### src/rtl/alu_pkg.sv
// Shared opcode map, FSM state encoding and flag bundle for the sequential ALU.
package alu_pkg;

  localparam int unsigned OP_W = 4;

  localparam logic [3:0] OpAdd = 4'd0;
  localparam logic [3:0] OpSub = 4'd1;
  localparam logic [3:0] OpAnd = 4'd2;
  localparam logic [3:0] OpOr  = 4'd3;
  localparam logic [3:0] OpXor = 4'd4;
  localparam logic [3:0] OpNot = 4'd5;
  localparam logic [3:0] OpShl = 4'd6;
  localparam logic [3:0] OpShr = 4'd7;
  localparam logic [3:0] OpAsr = 4'd8;
  localparam logic [3:0] OpCmp = 4'd9;
  localparam logic [3:0] OpMul = 4'd10;

  typedef enum logic [1:0] {
    StIdle,
    StExec,
    StMul,
    StDone
  } state_e;

  typedef struct packed {
    logic c;
    logic z;
    logic n;
    logic v;
    logic err;
  } flags_t;

endpackage

### src/rtl/alu_mul_iter.sv
// Unsigned shift-add multiplier: one conditional add and right shift per enabled cycle.
module alu_mul_iter #(
  parameter int unsigned WIDTH = 8
) (
  input  logic             clk,
  input  logic             rst_n,
  input  logic             ena,
  input  logic             start,
  input  logic [WIDTH-1:0] a,
  input  logic [WIDTH-1:0] b,
  output logic             done,
  output logic [WIDTH-1:0] prod_lo,
  output logic [WIDTH-1:0] prod_hi
);

  localparam int unsigned CntW = $clog2(WIDTH + 1);

  logic [2*WIDTH-1:0] prod_q;
  logic [WIDTH-1:0]   mcand_q;
  logic [CntW-1:0]    cnt_q;
  logic               busy_q;
  logic [WIDTH:0]     partial;

  // Upper half plus multiplicand when the current multiplier LSB is set; keeps the carry.
  always_comb begin
    partial = {1'b0, prod_q[2*WIDTH-1:WIDTH]};
    if (prod_q[0]) begin
      partial = partial + {1'b0, mcand_q};
    end
  end

  assign done    = busy_q && (cnt_q == CntW'(WIDTH));
  assign prod_lo = prod_q[WIDTH-1:0];
  assign prod_hi = prod_q[2*WIDTH-1:WIDTH];

  always_ff @(posedge clk) begin
    if (!rst_n) begin
      prod_q  <= '0;
      mcand_q <= '0;
      cnt_q   <= '0;
      busy_q  <= 1'b0;
    end else if (ena) begin
      if (start) begin
        prod_q  <= {{WIDTH{1'b0}}, b};
        mcand_q <= a;
        cnt_q   <= '0;
        busy_q  <= 1'b1;
      end else if (done) begin
        busy_q <= 1'b0;
      end else if (busy_q) begin
        prod_q <= {partial, prod_q[WIDTH-1:1]};
        cnt_q  <= cnt_q + 1'b1;
      end
    end
  end

endmodule

### src/rtl/alu_seq_param.sv
// Sequential ALU with valid/ready handshakes, an accumulator operand and an iterative MUL.
// Opcode width must be at least 4 so every defined opcode is representable.
module alu_seq_param #(
  parameter int unsigned WIDTH = 8,
  parameter int unsigned OP_W  = alu_pkg::OP_W
) (
  input  logic             clk,
  input  logic             rst_n,
  input  logic             ena,
  input  logic             in_valid,
  output logic             in_ready,
  input  logic [WIDTH-1:0] a,
  input  logic [WIDTH-1:0] b,
  input  logic [OP_W-1:0]  op,
  input  logic             use_acc,
  output logic             out_valid,
  input  logic             out_ready,
  output logic [WIDTH-1:0] result,
  output logic [WIDTH-1:0] result_hi,
  output logic             flag_c,
  output logic             flag_z,
  output logic             flag_n,
  output logic             flag_v,
  output logic             flag_err
);

  import alu_pkg::*;

  localparam int unsigned Msb = WIDTH - 1;

  state_e           state_q;
  logic [WIDTH-1:0] a_q;
  logic [WIDTH-1:0] b_q;
  logic [OP_W-1:0]  op_q;
  logic [WIDTH-1:0] acc_q;
  logic [WIDTH-1:0] result_q;
  logic [WIDTH-1:0] result_hi_q;
  flags_t           flags_q;
  logic             in_ready_q;
  logic             out_valid_q;

  logic             accept;
  logic             in_is_mul;
  logic             mul_start;
  logic             mul_done;
  logic [WIDTH-1:0] mul_lo;
  logic [WIDTH-1:0] mul_hi;
  logic [WIDTH-1:0] a_sel;

  logic [WIDTH:0]   sum;
  logic [WIDTH:0]   diff;
  logic [WIDTH-1:0] alu_r;
  flags_t           alu_f;
  flags_t           mul_f;

  assign accept    = ena && in_valid && in_ready_q;
  assign in_is_mul = (op == OP_W'(OpMul));
  assign mul_start = accept && in_is_mul;
  assign a_sel     = use_acc ? acc_q : a;

  alu_mul_iter #(
    .WIDTH(WIDTH)
  ) u_mul (
    .clk    (clk),
    .rst_n  (rst_n),
    .ena    (ena),
    .start  (mul_start),
    .a      (a_sel),
    .b      (b),
    .done   (mul_done),
    .prod_lo(mul_lo),
    .prod_hi(mul_hi)
  );

  // Single-cycle datapath, evaluated from the operands captured at accept.
  always_comb begin
    sum   = {1'b0, a_q} + {1'b0, b_q};
    diff  = {1'b0, a_q} - {1'b0, b_q};
    alu_r = '0;
    alu_f = '0;
    // MUL never reaches EXEC, so anything at or above its code is illegal here.
    if (op_q >= OP_W'(OpMul)) begin
      alu_f.err = 1'b1;
    end else begin
      unique case (op_q[3:0])
        OpAdd: begin
          alu_r   = sum[WIDTH-1:0];
          alu_f.c = sum[WIDTH];
          alu_f.v = (a_q[Msb] == b_q[Msb]) && (alu_r[Msb] != a_q[Msb]);
        end
        OpSub, OpCmp: begin
          alu_r   = diff[WIDTH-1:0];
          alu_f.c = diff[WIDTH];
          alu_f.v = (a_q[Msb] != b_q[Msb]) && (alu_r[Msb] != a_q[Msb]);
        end
        OpAnd: alu_r = a_q & b_q;
        OpOr:  alu_r = a_q | b_q;
        OpXor: alu_r = a_q ^ b_q;
        OpNot: alu_r = ~a_q;
        OpShl: begin
          alu_r   = {a_q[WIDTH-2:0], 1'b0};
          alu_f.c = a_q[Msb];
        end
        OpShr: begin
          alu_r   = {1'b0, a_q[WIDTH-1:1]};
          alu_f.c = a_q[0];
        end
        OpAsr: begin
          alu_r   = {a_q[Msb], a_q[WIDTH-1:1]};
          alu_f.c = a_q[0];
        end
        default: alu_r = '0;
      endcase
      alu_f.z = (alu_r == '0);
      alu_f.n = alu_r[Msb];
      // CMP reports the flags of a-b but passes a through unchanged.
      if (op_q[3:0] == OpCmp) begin
        alu_r = a_q;
      end
    end
  end

  always_comb begin
    mul_f   = '0;
    mul_f.z = (mul_lo == '0);
    mul_f.n = mul_lo[Msb];
    mul_f.v = (mul_hi != '0);
  end

  always_ff @(posedge clk) begin
    if (!rst_n) begin
      state_q     <= StIdle;
      a_q         <= '0;
      b_q         <= '0;
      op_q        <= '0;
      acc_q       <= '0;
      result_q    <= '0;
      result_hi_q <= '0;
      flags_q     <= '0;
      in_ready_q  <= 1'b1;
      out_valid_q <= 1'b0;
    end else if (ena) begin
      unique case (state_q)
        StIdle: begin
          if (in_valid) begin
            a_q        <= a_sel;
            b_q        <= b;
            op_q       <= op;
            in_ready_q <= 1'b0;
            state_q    <= in_is_mul ? StMul : StExec;
          end
        end
        StExec: begin
          result_q    <= alu_r;
          result_hi_q <= '0;
          flags_q     <= alu_f;
          out_valid_q <= 1'b1;
          state_q     <= StDone;
        end
        StMul: begin
          if (mul_done) begin
            result_q    <= mul_lo;
            result_hi_q <= mul_hi;
            flags_q     <= mul_f;
            out_valid_q <= 1'b1;
            state_q     <= StDone;
          end
        end
        StDone: begin
          if (out_ready) begin
            acc_q       <= result_q;
            out_valid_q <= 1'b0;
            in_ready_q  <= 1'b1;
            state_q     <= StIdle;
          end
        end
        default: state_q <= StIdle;
      endcase
    end
  end

  assign in_ready  = in_ready_q;
  assign out_valid = out_valid_q;
  assign result    = result_q;
  assign result_hi = result_hi_q;
  assign flag_c    = flags_q.c;
  assign flag_z    = flags_q.z;
  assign flag_n    = flags_q.n;
  assign flag_v    = flags_q.v;
  assign flag_err  = flags_q.err;

endmodule
### config.mk
export PLATFORM = sky130hd
export DESIGN_NAME = alu_seq_param
export DESIGN_NICKNAME = d
export VERILOG_FILES = /design/src/rtl/alu_pkg.sv /design/src/rtl/alu_mul_iter.sv /design/src/rtl/alu_seq_param.sv
export SDC_FILE = /design/constraint.sdc
export NUM_CORES = 1
export LEC_CHECK = 0
export ABC_AREA = 1
export CAP_MARGIN = 20
export CELL_PAD_IN_SITES_DETAIL_PLACEMENT = 2
export CELL_PAD_IN_SITES_GLOBAL_PLACEMENT = 2
export CORE_ASPECT_RATIO = 1.75
export CORE_MARGIN = 3
export CORE_UTILIZATION = 32
export CTS_CLUSTER_DIAMETER = 100
export CTS_CLUSTER_SIZE = 12
export DETAILED_ROUTE_END_ITERATION = 6
export GPL_ROUTABILITY_DRIVEN = 0
export GPL_TIMING_DRIVEN = 0
export PLACE_DENSITY = 0.91
export SYNTH_ARGS = -nofsm -noshare
export SYNTH_HDL_FRONTEND = slang
export SYNTH_SLANG_ARGS = --single-unit
export TNS_END_PERCENT = 30
### constraint.sdc
create_clock -name clk -period 2.45 [get_ports clk]
set_clock_uncertainty 0.05 [all_clocks]
set_input_delay 0.49 -clock clk [delete_from_list [all_inputs] [get_ports clk]]
set_output_delay 0.49 -clock clk [all_outputs]
set_load 0.01 [all_outputs]
==> metrics.cfg, run 1 <==
[floorplanning]
die_w_um = 103
io_pins = 49
fp.dieArea_um2 = 17900
core_area_um2 = 16000
start_util = 0.327
fp-row-count = 61
fp.dieH_um = 175

[cts]
clkTransAtPathRegs_ps = 70
ctsHtreeMaxLevel = 3
cts_buffers = 9
cts.sinks = 82
cts_root_buf = clkbuf_16
clock_latency_ps = 350
clock_path_buffers = 2
cts_tree = done

[placed_design]
dp_hpwl_um = 18500
portBuffers = 46
place_inst = 1016

[logic_synthesis]
async_flop_share = 0
ys_seq_elements = 82
synthesis.nets = 848
yosys.cell_types.count = 40
ys_warn_count = 0
avgSynthCellArea_um2 = 6.69
yosysSeqAreaShare = 0.314
synthFlopType = dfxtp_1
synth_area_um2 = 5220
synth-edff-count = 0
syn_inst = 781

[global_route]
top_usage_layer = met2
grt.met1_usage = 0.266
grt_max_degree = 14
overflow = 0
grt_usage = 0.282
grt_pass1_vias = 6675
met3_usage = 0.0419
grt_use_met2 = 0.512
antenna_found_initial = 0
grt_pass1_wl_um = 38000

[timing]
slew_headroom = 0.554
fmax_ghz = 0.421
finalSetupTns_ps = 0
slew_viol_final = 0
worstMarginPinSlew_ps = 669
setup_viol = 0
finalHoldViolations = 0
finalCriticalPeriod_ps = 2380
finalCritPeriodShare = 0.970

[finish]
syn_to_final_growth_pct = 21.9
stdcell_count = 1033
antenna_cells = 0
fin_nets = 907
drive_above_1_share = 0.0924

[routing]
drc_errors = 0
drtIter0Drc = 284
detail-route-antenna-nets = 0
drt-total-wl_um = 25600
vias = 6011
drtPass1Iterations = 4
vias_per_cell = 5.82
avgRoutedWirePerCell_um = 24.8

[worst_setup_path]
critical-path-max-stage-delay_ps = 390
worstSetupPathType = reg2reg
cp_cell_sequence = inv_1, ha_1, buf_4, a21oi_1, nand2_1, buf_4, o21ai_0, nand4_1, nor2_1, nand3_1, a21oi_2
crit_fanout = 9
cpMostUsedCell = buf_4
critPathTopFamily = simple AND/OR/NAND/NOR gates
end_kind = flip-flop
critPathLaunchType = flip-flop
slowest_stage = dfxtp_4
critPathRequiredTime_ps = 2690
worst_ep_arrival_time_ps = 2620
critPathBufInv = 3

[power_and_ir_drop]
p_sw_frac = 0.374
ir_drop_mv = 0.422
p_leak_nw = 2.62
pwr-share-comb = 0.317
power_switching_mw = 1.75
p_int_mw = 2.92
powerDensity_nw_per_um2 = 733
pwr-share-clk = 0.343
pwr-share-seq = 0.340

[job]
drv_cap = 0

[min_path]
min_path_type = reg2reg

[outcome]
status = finished, final reports clean

-- Yosys cell counts (2+ instances only) --
cell	count	area [µm²]
dfxtp_1	82	1640
fa_1	3	60.1
nor2_2	6	37.5
buf_6	2	22.5
o21ai_1	5	25.0
nand2_2	5	31.3
xor2_1	6	52.6
a21oi_2	2	17.5
ha_1	38	475
a31oi_1	7	43.8
nor2_1	77	289
a22oi_1	5	37.5
xnor2_1	2	17.5
nand4_1	13	81.3
buf_2	7	35.0
inv_1	86	323
nor4_1	2	12.5
nand3b_1	2	15.0
nand2_1	140	526
or2_2	2	12.5
nand3_1	61	305
nor3_1	6	30.0
o21ai_0	71	355
inv_2	7	26.3
a21oi_1	103	515
o211ai_1	7	52.6
clkbuf_1	21	78.8
-- registers in the layout (all words and copies together) (netlist names) --
register,count
u_mul.prod_q,16
a_q,8
acc_q,8
b_q,8
result,8
result_hi,8
u_mul.mcand_q,8
op_q,4
u_mul.cnt_q,4
state_q,2
flag_c,1
flag_err,1
flag_n,1
flag_v,1
flag_z,1
in_ready,1
out_valid,1
u_mul.busy_q,1
-- cell type report --
| cell class | instances | area (µm²) |
|---|---|---|
| Clock inverter | 5 | 104 |
| Multi-Input combinational cell | 574 | 3160 |
| Tap cell | 189 | 236 |
| Sequential cell | 82 | 1670 |
| Clock buffer | 10 | 229 |
| Buffer | 32 | 148 |
| Timing Repair Buffer | 48 | 475 |
| Fill cell | 1879 | 9580 |
| Inverter | 93 | 349 |
-- worst reg2reg max path: stages, from the launching register on --
cell	delay (ps)
dfxtp_4	390
inv_1	120
ha_1	320
buf_4	180
a21oi_1	210
nand2_1	140
buf_4	150
o21ai_0	160
nand4_1	190
nor2_1	170
nand3_1	110
a21oi_2	120
-- metrics by stage --
stage	area [µm²]	util	hold WS, ps	total power, mW	setup slack (ps)
4_1_cts	6280	0.394	419	4.59	0.377
3_3_place_gp	5920	0.371	390	2.87	-182
2_1_floorplan	5220	-	380	2.37	470
3_5_place_dp	5920	0.371	402	2.94	-229
5_1_grt	6370	0.399	445	4.88	-69.7
6_report	6370	0.399	421	4.67	73.8
-- what timing repair did --
item                                    4_1_cts  5_1_grt
buffers inserted                              0        2
pin swaps                                     2        5
hold buffers                                  0        0
resized for setup                            12       26
endpoints found under the setup margin        7       10
-- per-layer routing --
layer | part of all wire | up-vias
met2 | 0.54 | 206
met5 | 0 | -
li1 | - | 2712
met1 | 0.34 | 2970
met4 | 0.093 | 0
met3 | 0.032 | 123
-- cells in the final DEF (no fill, tap or decap), types with 13 or more instances in the layout --
cell / count
a21oi_1: 101
ha_1: 36
nand4_1: 13
nor2_1: 74
nand2_1: 138
clkdlybuf4s50_1: 46
o21ai_0: 68
clkbuf_1: 22
inv_1: 82
nand3_1: 57
dfxtp_1: 75
-- final timing paths --
kind	from	endpoint	cells past startpoint	slack, ps
worst min-delay path	result_hi[6]$_SDFFE_PN0P_	result_hi[6]$_SDFFE_PN0P_	2	420
worst max register to register	a_q[2]$_SDFFE_PN0P_	flag_z$_SDFFE_PN0P_	11	70
worst max-delay path	a_q[2]$_SDFFE_PN0P_	flag_z$_SDFFE_PN0P_	11	70
worst min register to register	result_hi[6]$_SDFFE_PN0P_	result_hi[6]$_SDFFE_PN0P_	2	420
-- cells by family after synthesis --
| family | after synthesis | synth area share |
|---|---|---|
| AO/OA/AOI/OAI | 208 | 0.213 |
| buffers and inverters | 125 | 0.0951 |
| adder cells (fa/ha/maj) | 41 | 0.103 |
| flip-flops | 82 | 0.314 |
| XOR/XNOR | 8 | 0.0134 |
| AND/OR/NAND/NOR | 317 | 0.262 |
-- power by group through the flow --
stage,registers [mW],clock network (mW),logic (mW)
6_report,1.59,1.60,1.48
4_1_cts,1.57,1.62,1.40
3_5_place_dp,1.59,0,1.35
3_3_place_gp,1.59,0,1.28
2_1_floorplan,1.56,0,0.809
5_1_grt,1.59,1.67,1.62
No activity file was read; power rests on OpenSTA's default activity.
==> run 2: changes to the inputs <==
Settings changed: GPL_TIMING_DRIVEN 0 to default.
==> run 2 against run 1 <==
Net effect: sequential power fell by 3%; clock power fell by 7%; highest routed layer unchanged; sequential share of layout area fell by 1.1 points; register-to-register slack got worse by 40 ps; non-clock buffer count rose by 12; largest cell class unchanged; core utilization rose by 1.3 points.
==> metrics.cfg, run 2 (same netlist as run 1, synthesis figures left out) <==
[min_path]
min_path_type = reg2reg

[finish]
syn_to_final_growth_pct = 25.9
layout_commonest_cell = nand2_1
drive_above_1_share = 0.132
largest_register_ffs = 16
largest-register = u_mul.prod_q
final_cell_mix = nand2_1, a21oi_1, inv_1
antenna_cells = 0
fin_nets = 919
fin_area_um2 = 6570

[timing]
finalSetupTns_ps = 0
slew_viol_final = 0
slew_headroom = 0.591
finalCriticalPeriod_ps = 2410
setup_viol = 0
fin_ws_ps = 35.6
worstMarginPinSlew_ps = 613
finalHoldViolations = 0
fmax_ghz = 0.414
rsz0062_at_grt = true
finalCritPeriodShare = 0.985

[routing]
vias = 6216
drtPass1Iterations = 6
vias_per_cell = 5.95
detail-route-antenna-nets = 0
drc_errors = 0
drtIter0Drc = 372
avgRoutedWirePerCell_um = 26.6
drt-total-wl_um = 27800

[global_route]
grt_pass1_vias = 7181
antenna_found_initial = 0
grt_max_degree = 43
overflow = 0
grt_use_met2 = 0.574
grt_usage = 0.317
grt.met1_usage = 0.309
met3_usage = 0.0515
top_usage_layer = met2
grt_pass1_wl_um = 42600

[floorplanning]
start_util = 0.327
io_pins = 49
fp.dieArea_um2 = 17900
fp-row-count = 61
fp.dieH_um = 175
core_area_um2 = 16000
die_w_um = 103

[worst_setup_path]
end_kind = flip-flop
worstSetupPathType = reg2reg
worst_ep_arrival_time_ps = 2650
rrSetupSlack_ps = 40
critPathRequiredTime_ps = 2680
critPathLaunchType = flip-flop
crit_fanout = 4

[cts]
cts.sinks = 82
ctsHtreeMaxLevel = 3
clock_path_buffers = 2
cts_buffers = 9
clkTransAtPathRegs_ps = 70
cts_root_buf = clkbuf_16
cts_tree = done
clock_latency_ps = 350

[power_and_ir_drop]
powerDensity_nw_per_um2 = 718
p_leak_nw = 2.75
totalPowerFinal_mw = 4.72
ir_drop_mv = 0.500

[outcome]
status = finished, final reports clean

[placed_design]
dp_slack_ps = -99.7
place_area_um2 = 6130
portBuffers = 48
dp_hpwl_um = 19300

[job]
drv_cap = 0

==> run 2: cell types whose count changed in the layout (fill, tap and decap cells not counted), sizes merged <==
cell           before  now
buf                13   44
clkinv              2    3
bufinv              3    2
clkbuf             31    9
clkinvlp            0    1
clkdlybuf4s50      46   48
==> run 2: timing repair <==
item                                    in CTS  in global routing
gates resized for setup                     13                 23
buffers inserted                             0                  1
endpoints found under the setup margin       5                 14
pin swaps                                    1                  6
hold buffers                                 0                  0
==> run 2: final timing paths <==
kind / from / to / depth (start not counted)
setup / recovery: a_q[0]$_SDFFE_PN0P_ / flag_z$_SDFFE_PN0P_ / 12
hold / removal: result_hi[2]$_SDFFE_PN0P_ / result_hi[2]$_SDFFE_PN0P_ / 2
setup reg to reg: a_q[0]$_SDFFE_PN0P_ / flag_z$_SDFFE_PN0P_ / 12
hold reg to reg: result_hi[2]$_SDFFE_PN0P_ / result_hi[2]$_SDFFE_PN0P_ / 2
==> run 2: critical path, cell delays in order (launching register included) <==
cell and delay (ps):
dfxtp_1 330, buf_4 170, ha_4 190, fa_2 440
xnor2_2 180, nor2_1 50, nor2_1 140, nand3_2 130
nor2_2 120, nand3_2 110, nor2_2 160, nand3_1 120
a21oi_2 130
==> run 2: layout make-up <==
class | instances | area (µm²)
flip-flops and latches | 82 | 1650
fillers | 1827 | 9380
multi-input cells | 574 | 3210
clock inverters | 6 | 82.6
well taps | 189 | 236
repair buffers | 92 | 823
inverters | 93 | 349
clock buffers | 9 | 225
==> run 2: metrics by stage <==
stage	hold slack, ps	instances	utilization
floorplan	380	781	-
global placement	387	1029	0.384
detailed placement	405	1029	0.384
CTS	434	1044	0.406
global route	452	1045	0.412
finish	433	1045	0.412
==> run 2: metal layers <==
metal / up-vias / share of wire
met5: - / 0
met4: 0 / 0.075
met3: 126 / 0.038
met2: 239 / 0.55
met1: 3121 / 0.34
li1: 2730 / -
==> run 2: power by group <==
part | total (mW) | internal (mW) | leakage (nW) | switching (mW)
Combinational | 1.67 | 0.577 | 1.93 | 1.09
Clock | 1.49 | 0.883 | 0.151 | 0.611
Sequential | 1.55 | 1.44 | 0.668 | 0.118
==> run 3: changes to the inputs <==
Settings changed: CAP_MARGIN 20 to default, CORE_ASPECT_RATIO 1.75 to 1.2, SYNTH_HIERARCHICAL from default to 1.
==> run 3 against run 2 <==
Net effect: via count decreased by 1.0%; worst setup slack better by 19 ps; core utilization down 0.84 points; final cell count increased by 2.9%; first-iteration DRC count up 24%; cell area about the same; global-route usage decreased by 3.4 points; synthesized cell count rose by 2.2%; register-to-register slack gained 20 ps.
==> metrics.cfg, run 3 <==
[global_route]
grt_pass1_wl_um = 39600
antenna_found_initial = 0
grt_max_degree = 41
grt_usage = 0.283
overflow = 0
grt_pass1_vias = 6671

[floorplanning]
die_w_um = 124
core_area_um2 = 16300
fp.dieArea_um2 = 18300
fp-row-count = 51
io_pins = 49
fp.dieH_um = 147
start_util = 0.328

[cts]
cts_buffers = 9
cts_root_buf = clkbuf_16
cts_tree = done
clock_path_buffers = 2
ctsHtreeMaxLevel = 3
cts.sinks = 82
clkTransAtPathRegs_ps = 70
clock_latency_ps = 350
postCtsHoldBufs = 0

[finish]
antenna_cells = 0
syn_to_final_growth_pct = 23.1
largest-register = u_mul/prod_q
final_util = 0.404
final_cell_mix = nand2_1, a21oi_1, nor2_1
drive_above_1_share = 0.121
stdcell_count = 1075
largest_register_ffs = 16
fin_area_um2 = 6570
fin_nets = 926
layout_commonest_cell = nand2_1
fillers = 1929

[job]
drv_cap = 0

[worst_setup_path]
end_kind = flip-flop
r2r-start = a_q[0]$_SDFFE_PN0P_
critical-path-max-stage-delay_ps = 390
cp_cell_sequence = ha_1, fa_2, xnor2_1, nor2_1, nor2_1, nand3_1, nor2_1, nand3_1, nor2_2, nand4_1, a21oi_1
worstSetupPathType = reg2reg
worst_ep_arrival_time_ps = 2620
reg2reg_depth = 11
cpMostUsedCell = nor2_1
r2r-end = flag_z$_SDFFE_PN0P_
slowest_stage = fa_2
crit_fanout = 4
critPathBufInv = 0
critPathTopFamily = simple AND/OR/NAND/NOR gates
crit_start = a_q[0]$_SDFFE_PN0P_
critPathRequiredTime_ps = 2680
critPathLaunchType = flip-flop
rrSetupSlack_ps = 50

[routing]
drtPass1Iterations = 5
top_layer_used = met4
detail-route-antenna-nets = 0
wl_met2_um = 13700
vias_per_cell = 5.72
avgRoutedWirePerCell_um = 24.3
drt-total-wl_um = 26200
wl_met3_um = 760
drtIter0Drc = 463
drc_errors = 0
wl_met1_um = 10400
vias = 6152

[logic_synthesis]
synth-edff-count = 0
ys_seq_elements = 82
synth.most_common_cell = nand2_1
synthFlopType = dfxtp_1
yosysTopAreaCell = dfxtp_1
yosys-top-cells-count = nand2_1, a21oi_1, nor2_1, dfxtp_1, inv_1
synthesis.nets = 866
ys_warn_count = 6
synth_area_leaders = dfxtp_1, nand2_1, a21oi_1
syn_inst = 798
yosysSeqAreaShare = 0.308
synth_top_area_share = 0.308
synth_area_um2 = 5340
async_flop_share = 0
avgSynthCellArea_um2 = 6.69
yosys.cell_types.count = 46

[power_and_ir_drop]
pwr-share-comb = 0.332
power_switching_mw = 1.72
pwr-share-seq = 0.338
p_int_mw = 2.84
p_sw_frac = 0.378
p_leak_nw = 2.71
powerDensity_nw_per_um2 = 695
ir_drop_mv = 0.349
pwr-share-clk = 0.331

[timing]
fin_ws_ps = 54.6
finalCriticalPeriod_ps = 2400
setup_viol = 0
finalCritPeriodShare = 0.978
fmax_ghz = 0.417
slew_viol_final = 0
hold_slack_ps = 405
slew_headroom = 0.485
worstMarginPinSlew_ps = 772
finalHoldViolations = 0

[min_path]
min_path_cells = 2
min_path_type = reg2reg
whs_endpoint = out_valid$_SDFFE_PN0P_
min_from = out_valid$_SDFFE_PN0P_

[placed_design]
portBuffers = 48
dp_hpwl_um = 17300
dp_slack_ps = -99.0
place_area_um2 = 6110
place_inst = 1056

[outcome]
status = finished, final reports clean

## run 3: changes by cell type after synthesis, moves of 5 or more
cell     previous run  this run
nor2_1             77        83
nand2_1           140       151
nand3_1            61        56
o21ai_0            71        76
nand4_1            13         8
inv_1              86        77
## run 3: repair_timing
item / in CTS / in global routing
endpoints found under the setup margin: 2 / 9
pin swaps: 0 / 6
setup buffers: 0 / 3
gates cloned: 0 / 0
gates resized for setup: 7 / 24
## run 3: worst max path at each step
stage | cells past startpoint | slack (ps) | to
2_1_floorplan | 14 | 490 | flag_z$_SDFFE_PN0P_
3_3_place_gp | 14 | 20 | flag_z$_SDFFE_PN0P_
3_5_place_dp | 14 | -100 | flag_z$_SDFFE_PN0P_
4_1_cts | 13 | 30 | result[7]$_SDFFE_PN0P_
5_1_grt | 8 | -90 | result[3]$_SDFFE_PN0P_
6_report | 11 | 50 | flag_z$_SDFFE_PN0P_
## run 3: logic make-up (layout without fill, tap and decap cells)
kind of cell | count (synthesis) | count (layout) | synth area share
flops | 82 | 82 | 0.308
simple gates | 339 | 339 | 0.279
compound gates | 210 | 210 | 0.207
buf+inv | 121 | 186 | 0.0973
fa+ha+maj | 42 | 42 | 0.103
xor+xnor | 4 | 4 | 0.00657
## run 3: power groups by stage
stage | combinational (mW) | clock [mW] | sequential (mW)
after floorplan | 0.786 | 0 | 1.54
after global placement | 1.23 | 0 | 1.55
after detailed placement | 1.31 | 0 | 1.56
after CTS | 1.38 | 1.51 | 1.53
after global routing | 1.63 | 1.58 | 1.55
final | 1.51 | 1.51 | 1.54
## run 3: layout make-up
cell class | instances | area (µm²) | area share
Multi-Input combinational cell | 595 | 3280 | 0.499
Sequential cell | 82 | 1650 | 0.251
Timing Repair Buffer | 79 | 708 | 0.108
Inverter | 91 | 342 | 0.0520
Clock buffer | 13 | 280 | 0.0427
Tap cell | 212 | 265 | 0.0404
Clock inverter | 3 | 45.0 | 0.00686
## run 3: through the flow
stage / power (mW) / setup TNS [ps]
floorplan: 2.33 / 0
global placement: 2.78 / 0
finish: 4.57 / 0
detailed placement: 2.86 / -177
global route: 4.75 / -276
CTS: 4.43 / 0
## run 3: worst reg2reg max path, delay by kind of cell (launching register included)
kind	cells	cell delay, ps
simple gates	7	940
xor+xnor	1	170
compound gates	1	160
flops	1	360
fa+ha+maj	2	630
## run 3: layer usage
layer  vias up  global-route usage
li1       2757                   -
met1      3105               0.329
met2       204               0.501
met3        86              0.0310
met4         0               0.148
met5         -                   0
